### src/rtl/io_mem_initiator_pkg.sv
// Shared definitions for the block-transfer memory request engine.
package io_mem_initiator_pkg;

  // Engine states; explicit 3-bit encodings keep debug dumps readable.
  typedef enum logic [2:0] {
    ST_IDLE    = 3'd0,
    ST_RD_REQ  = 3'd1,
    ST_RD_RESP = 3'd2,
    ST_WR_REQ  = 3'd3,
    ST_DONE    = 3'd4
  } state_t;

  // State the engine enters right after a command is accepted.
  function automatic state_t first_state(input logic len_zero, input logic is_write);
    if (len_zero) begin
      return ST_DONE;
    end else if (is_write) begin
      return ST_WR_REQ;
    end
    return ST_RD_REQ;
  endfunction

endpackage

### src/rtl/io_mem_initiator.sv
// Requester-side block-transfer engine: one memory request per word, at most
// one read outstanding, reads passed straight through to the read stream and
// the write stream drained directly into write requests.
module io_mem_initiator
  import io_mem_initiator_pkg::*;
#(
  parameter int AWIDTH = 32,
  parameter int DWIDTH = 32,
  parameter int LWIDTH = 16
) (
  input  logic              clk,
  input  logic              rst,
  input  logic              cmd_valid,
  output logic              cmd_ready,
  input  logic [AWIDTH-1:0] cmd_addr,
  input  logic [LWIDTH-1:0] cmd_len,
  input  logic              cmd_write,
  output logic [DWIDTH-1:0] rd_data,
  output logic              rd_valid,
  input  logic              rd_ready,
  input  logic [DWIDTH-1:0] wr_data,
  input  logic              wr_valid,
  output logic              wr_ready,
  output logic              done,
  output logic              busy,
  output logic [AWIDTH-1:0] mem_req_addr,
  output logic              mem_req_valid,
  input  logic              mem_req_ready,
  output logic [DWIDTH-1:0] mem_req_data,
  output logic              mem_req_write,
  input  logic [DWIDTH-1:0] mem_resp_data,
  input  logic              mem_resp_valid,
  output logic              mem_resp_ready
);

  state_t              state_reg, state_next;
  logic [AWIDTH-1:0]   addr_reg, addr_next;
  logic [LWIDTH-1:0]   rem_reg, rem_next;
  logic                write_reg, write_next;

  // The beat in flight is the last one when one word (or, defensively, none) remains.
  logic last_beat;
  assign last_beat = (rem_reg <= LWIDTH'(1));

  // State and transfer bookkeeping registers.
  always_ff @(posedge clk) begin
    if (rst) begin
      state_reg <= ST_IDLE;
      addr_reg  <= '0;
      rem_reg   <= '0;
      write_reg <= 1'b0;
    end else begin
      state_reg <= state_next;
      addr_reg  <= addr_next;
      rem_reg   <= rem_next;
      write_reg <= write_next;
    end
  end

  // Next-state and handshake outputs; requests hold their fields until fired.
  always_comb begin
    state_next     = state_reg;
    addr_next      = addr_reg;
    rem_next       = rem_reg;
    write_next     = write_reg;
    cmd_ready      = 1'b0;
    rd_valid       = 1'b0;
    rd_data        = mem_resp_data;
    wr_ready       = 1'b0;
    done           = 1'b0;
    busy           = (state_reg != ST_IDLE);
    mem_req_addr   = addr_reg;
    mem_req_valid  = 1'b0;
    mem_req_data   = wr_data;
    mem_req_write  = 1'b0;
    mem_resp_ready = 1'b0;

    case (state_reg)
      ST_IDLE: begin
        cmd_ready = 1'b1;
        if (cmd_valid) begin
          addr_next  = cmd_addr;
          rem_next   = cmd_len;
          write_next = cmd_write;
          state_next = first_state(cmd_len == '0, cmd_write);
        end
      end

      ST_RD_REQ: begin
        mem_req_valid = 1'b1;
        mem_req_write = write_reg;
        if (mem_req_ready) begin
          state_next = ST_RD_RESP;
        end
      end

      ST_RD_RESP: begin
        // Pure pass-through: the response is only consumed when the stream takes it.
        rd_valid       = mem_resp_valid;
        mem_resp_ready = rd_ready;
        if (mem_resp_valid && rd_ready) begin
          addr_next  = addr_reg + AWIDTH'(1);
          rem_next   = (rem_reg != '0) ? rem_reg - LWIDTH'(1) : rem_reg;
          state_next = last_beat ? ST_DONE : ST_RD_REQ;
        end
      end

      ST_WR_REQ: begin
        mem_req_valid = wr_valid;
        wr_ready      = mem_req_ready;
        mem_req_write = write_reg;
        if (wr_valid && mem_req_ready) begin
          addr_next  = addr_reg + AWIDTH'(1);
          rem_next   = (rem_reg != '0) ? rem_reg - LWIDTH'(1) : rem_reg;
          state_next = last_beat ? ST_DONE : ST_WR_REQ;
        end
      end

      ST_DONE: begin
        done       = 1'b1;
        state_next = ST_IDLE;
      end

      default: begin
        state_next = ST_IDLE;
      end
    endcase
  end

endmodule

### config.mk
export PLATFORM = sky130hd
export DESIGN_NAME = io_mem_initiator
export DESIGN_NICKNAME = d
export VERILOG_FILES = /design/src/rtl/io_mem_initiator_pkg.sv /design/src/rtl/io_mem_initiator.sv
export SDC_FILE = /design/constraint.sdc
export NUM_CORES = 1
export LEC_CHECK = 0
export CORE_UTILIZATION = 40
export CTS_CLUSTER_SIZE = 40
export DETAILED_ROUTE_END_ITERATION = 12
export PLACE_DENSITY_LB_ADDON = 0.05
export REMOVE_ABC_BUFFERS = 1
export SETUP_SLACK_MARGIN = 0.05
export SLEW_MARGIN = 20
export SYNTH_ARGS = -nofsm -noshare
export SYNTH_HDL_FRONTEND = slang
export SYNTH_SLANG_ARGS = --single-unit
### constraint.sdc
create_clock -name clk -period 4.35 [get_ports clk]
set_clock_uncertainty 0.1 [all_clocks]
set_input_delay 0.6525 -clock clk [delete_from_list [all_inputs] [get_ports clk]]
set_output_delay 0.6525 -clock clk [all_outputs]
set_load 0.01 [all_outputs]
# Word-level counts from Yosys, hierarchy flattened
# Cells that the tools add are included.
# word_totals
ff_bits	52
inputBits	120
output_inout_bits	104
elab_cells	56
# op_classes
addsub	2
magnitude_cmp	1
eq_ne	8
n_mux	30
reduce_logical	11
# ops
cell	n
32-bit two-way mux	3
32-bit one-hot mux with 3 select lines	1
16-bit two-way mux	4
16-bit one-hot mux with 3 select lines	1
32-bit by 1-bit adder with 32-bit output, second input constant	1
3-bit two-way mux	9
16-bit by 1-bit less-or-equal comparator with 1-bit output, second input constant	1
16-bit zero test	1
16-bit nonzero test	1
16-bit by 1-bit subtractor with 16-bit output, second input constant	1
3-bit one-hot mux with 4 select lines	1
1-bit two-way mux	10
2-bit inequality test, second input constant	4
4-bit AND reduction	2
3-bit by 2-bit == test with 1-bit output, second input constant	2
3-bit nonzero test	2
3-bit by 1-bit == test with 1-bit output, second input constant	1
3-bit == test, second input constant	1
3-bit zero test	1
1-bit logical AND	2
1-bit one-hot mux with 2 select lines	1
2-bit AND reduction	1
2-bit OR reduction	1

# Depth between registers and ports, before layout
# logic_depth
depth_word	7
mapped_depth	8
mapped_depth_nobuf	7

# Least setup slack after synthesis
# OpenSTA, ideal clock, no wires.
# synth_timing
path_kind	input to register
from	in mem_req_ready
to	reg rem_reg[3]
setup_ps	134
arrival_ps	2036
required_ps	4116
path_slack_ps	2079
cell_stages	7
n_path_buf	2
path_cell_list	nand3_1 a221o_1 or2_1 clkbuf_1 buf_2 o311ai_0 o31ai_1
# synth_via
elab_chain_len	3
# synth_lines
item	line	text
from (decl)	io_mem_initiator.sv:28	input logic mem_req_ready,
1-bit logical AND	io_mem_initiator.sv:112	if (wr_valid && mem_req_ready) begin
2-bit inequality test (no source line)	n/a	
4-bit AND reduction (no source line)	n/a	
to (signal assigned)	io_mem_initiator.sv:55	rem_reg <= rem_next;
to (decl)	io_mem_initiator.sv:38	logic [LWIDTH-1:0] rem_reg, rem_next;
# No other way between the ends.
# A chain may end at the register's enable or synchronous reset.

# Final worst setup path
# layout_timing
from	in mem_req_ready
to	reg rem_reg[6]
# The elaborated chain is that of the path after synthesis.

==> summary.md <==
| Metric | Value |
|---|---|
| Status | completed |
| Final GP Congestion | ~0.95 |
| Clock share of power | 16.6% |
| Min-Delay Path Class | register to register |
| Relative slew slack | 32.44% |
| Router iterations before antenna repair | 5 |
| CP Max Fanout | 32 |
| Die Span X | 101.9 µm |
| Comb pwr share | 52.0% |
| WP data arrival | 2.92 ns |
| Global Route Usage Sum | 32.58% |
| Flop pwr share | 31.4% |
| # DRC | 0 |
| Fin. max-slew vios | 0 |
| Routed Antenna Nets | 0 |
| Largest family of logic cells by synthesized area | compound AO/OA/AOI/OAI gates |
| Crit. End Element | register |
| Placed cell area | 4511 µm² |
| Vias | 4288 |
| Ratio of cells with drive above 1 in the final layout | 6.100% |
| Hold buffers post-CTS | 0 |
| Max-cap violations | 0 |
| Clock latency on the worst-skew pair | 0.32 ns |
| Filler Cell Count | between 1000 and 1500 |
| Area contributors post-synth | dfxtp_1 (26%), buf_4 (12%), a21oi_1 (6.1%) |
| Pin slew with the least headroom to its limit | 1.004 ns |
| CP cell instances | clkdlybuf4s50_1, nand3_1, a221o_1, or2_2, o311ai_0, o31ai_1 |
| Max Freq | approximately 0.35 GHz |
| Fin. Hold Viols | 0 |
| Post-synth EDFFs | 0 |
| Bufs on Longest Clock Path | 2 |
| Pint | 1.578 mW |
| Adder-Cell Fraction of Synth Area | 1.255% |
| CTS buffer count | 5 |
| Max stage delay on crit path | 0.57 ns |
| Post-synthesis xor/xnor area fraction | 0% |
| Simple-gate area share of the yosys netlist | around 26% |
| Starting density of the core | 41.00% |
| Setup TNS | 0 ns |
| Total grt overflow | 0 |
| Final WL | 16650 µm |
| Final period util | 64.95% |
| Sw Share | 44.19% |
| HPWL Detailed | 12320 µm |
| # nets final | 664 |
| Power per Cell Area | 605.3 nW/µm² |
| Mean Syn Cell Area | 7.442 µm² |
| First-pass GRT wire length | 24730 µm |
| Design Area, Final | 4669 µm² |
| CTS tree | built |
| WS Path Type | input pin to register |
| RSZ-0062 raised after global routing | no |
| Mapped Area | roughly 4000 µm² |
| Cell taking the most area after synthesis | dfxtp_1 |
| Layout area overhead | 17.06% |
| CTS resizes | 0 |
| Die Span Y | 101.9 µm |
| Async set-reset flop share out of synthesis | 0% |
| Complex-gate fraction of the synthesized area | 28.95% |
| Ant. Diodes | 0 |
| Startpoint type of the worst setup path | input pin |
| Final setup fails | 0 |
| Clk sinks | 52 |
| Vias per std cell | 6.362 |
| Die area | 10380 µm² |
| Synth warn | 0 |
| Distinct cells, synth | between 60 and 70 |
| Initial antenna violation count | 0 |
| Clock transition at the registers of the reported paths | 0.10 ns |
| Period minus WS final | ~2.8 ns |
| Number of port buffers | between 90 and 100 |
| Seq/Total Area, Yosys | 26.10% |
| Iter 0 DRT Violations | 314 |
| Mux cell area share after synthesis | 1.004% |
| Sw Pwr | 1.249 mW |
| Worst path required time | 4.44 ns |
| # rows | 36 |
| Largest net degree at the start of global routing | roughly 90 |
| I/O pins | 224 |
| CP max stage cell | or2_2 |
| Gate Count Post-Synth | 536 |
| Leakage dissipation | roughly 1.6 nW |
| Max VDD drop | around 0.00027 V |
| Flip-flop count of the largest register after layout | 32 |
| Wire length per cell | 24.70 µm |
| Vias in the first global route | just under 4000 |
| Flops & latches, synth | 52 |
| Post CTS Setup Buffer Count | 0 |
| Synth top area share | a little over a quarter |
| Top_reg_cell synth | dfxtp_1 |
| Core area | ~10000 µm² |
| H-tree levels | 2 |
| Clk root buf | clkbuf_8 |
## cell families (layout without fill, tap and decap cells)
family / Yosys count / count (layout)
and+or+nand+nor: 194 / 194
AOI/OAI and AO/OA: 170 / 170
buffers and inverters: 112 / 117
DFF: 52 / 52
adders and majority gates: 4 / 4
muxes: 4 / 4
## synth_stat cells, drive strengths merged (2+ instances only)
library cell and n:
a211oi 9, a21o 6, a21oi 49, a221oi 2
a22o 2, a22oi 6, a311oi 6, a31o 4
a31oi 5, a32o 2, a41o 3, a41oi 5
and3 12, and4 4, buf 75, clkbuf 28
dfxtp 52, ha 4, inv 8, mux2i 4
nand2 38, nand2b 3, nand3 27, nand3b 2
nand4 10, nor2 39, nor3 21, nor3b 5
nor4 18, o211ai 2, o21a 3, o21ai 27
o311ai 10, o31ai 16, o32ai 2, o41ai 3
or2 2, or3 3, or4 5
## stage by stage
step | std cells | util [%] | setup WS (ns) | hold WS (ns) | power, mW
after floorplan | 433 | - | 1.129 | 0.3515 | 1.739
after global placement | 666 | 46.36 | 1.062 | 0.3687 | 2.334
after detailed placement | 666 | 46.36 | 0.9977 | 0.3850 | 2.345
after CTS | 674 | 47.99 | 1.320 | 0.4024 | 2.822
after global routing | 674 | 47.99 | 1.397 | 0.4204 | 3.042
final | 674 | 47.99 | 1.524 | 0.3989 | 2.827
## worst max-delay path: cells and delay by family
kind                   cells  cell delay [ns]
AO/OA/AOI/OAI              3             1.05
buffers and inverters      1             0.53
AND/OR/NAND/NOR            2             0.67
## power groups by stage
stage	logic, mW	registers [mW]	clock network (mW)
4_1_cts	1.47	0.880	0.476
3_5_place_dp	1.46	0.890	0
6_report	1.47	0.887	0.469
3_3_place_gp	1.44	0.891	0
2_1_floorplan	0.866	0.873	0
5_1_grt	1.63	0.926	0.489
## per-layer routing
metal / up-vias / part of all wire (%) / track usage (%)
met4: 6 / 0.73 / 5.495
met3: 14 / 20 / 28.66
li1: 1979 / - / -
met1: 1995 / 38 / 36.46
met5: - / 1.1 / 13.46
met2: 294 / 40 / 45.63
## cell type report
type | instances | area [µm²] | area share [%]
clock buffer | 5 | 68.82 | 1.474
tap | 133 | 166.4 | 3.564
sequential | 52 | 1041 | 22.29
clock inverter | 3 | 90.09 | 1.929
timing repair buffer | 100 | 988.4 | 21.17
inverter | 9 | 33.78 | 0.7235
multi-input combinational | 372 | 2281 | 48.85
## worst paths after layout
kind                  from               end  slack (ns)  cells past startpoint
max          mem_req_ready        rem_reg[6]        1.52                      6
max reg2reg   state_reg[2]  mem_req_addr[24]        1.84                      5
min reg2reg    rem_reg[11]       rem_reg[11]        0.40                      2
min            rem_reg[11]       rem_reg[11]        0.40                      2
## placed cells by master (no fill, tap or decap), types with 4 or more instances in the layout
cell / n
nand3_1: 26
nor2_1: 37
a41oi_1: 5
buf_4: 5
a31oi_1: 5
a22oi_1: 6
nor4_1: 17
mux2i_1: 4
o311ai_0: 8
a311oi_1: 6
a21o_1: 6
o31ai_1: 16
dfxtp_1: 52
nor3b_1: 5
ha_1: 4
a211oi_1: 9
nand4_1: 10
inv_1: 8
and4_1: 4
o21ai_0: 26
a31o_2: 4
a21oi_1: 49
or4_4: 4
nand2_1: 37
clkdlybuf4s50_1: 95
nor3_1: 20
clkbuf_8: 5
and3_1: 12
(Power assumes the default switching activity.)
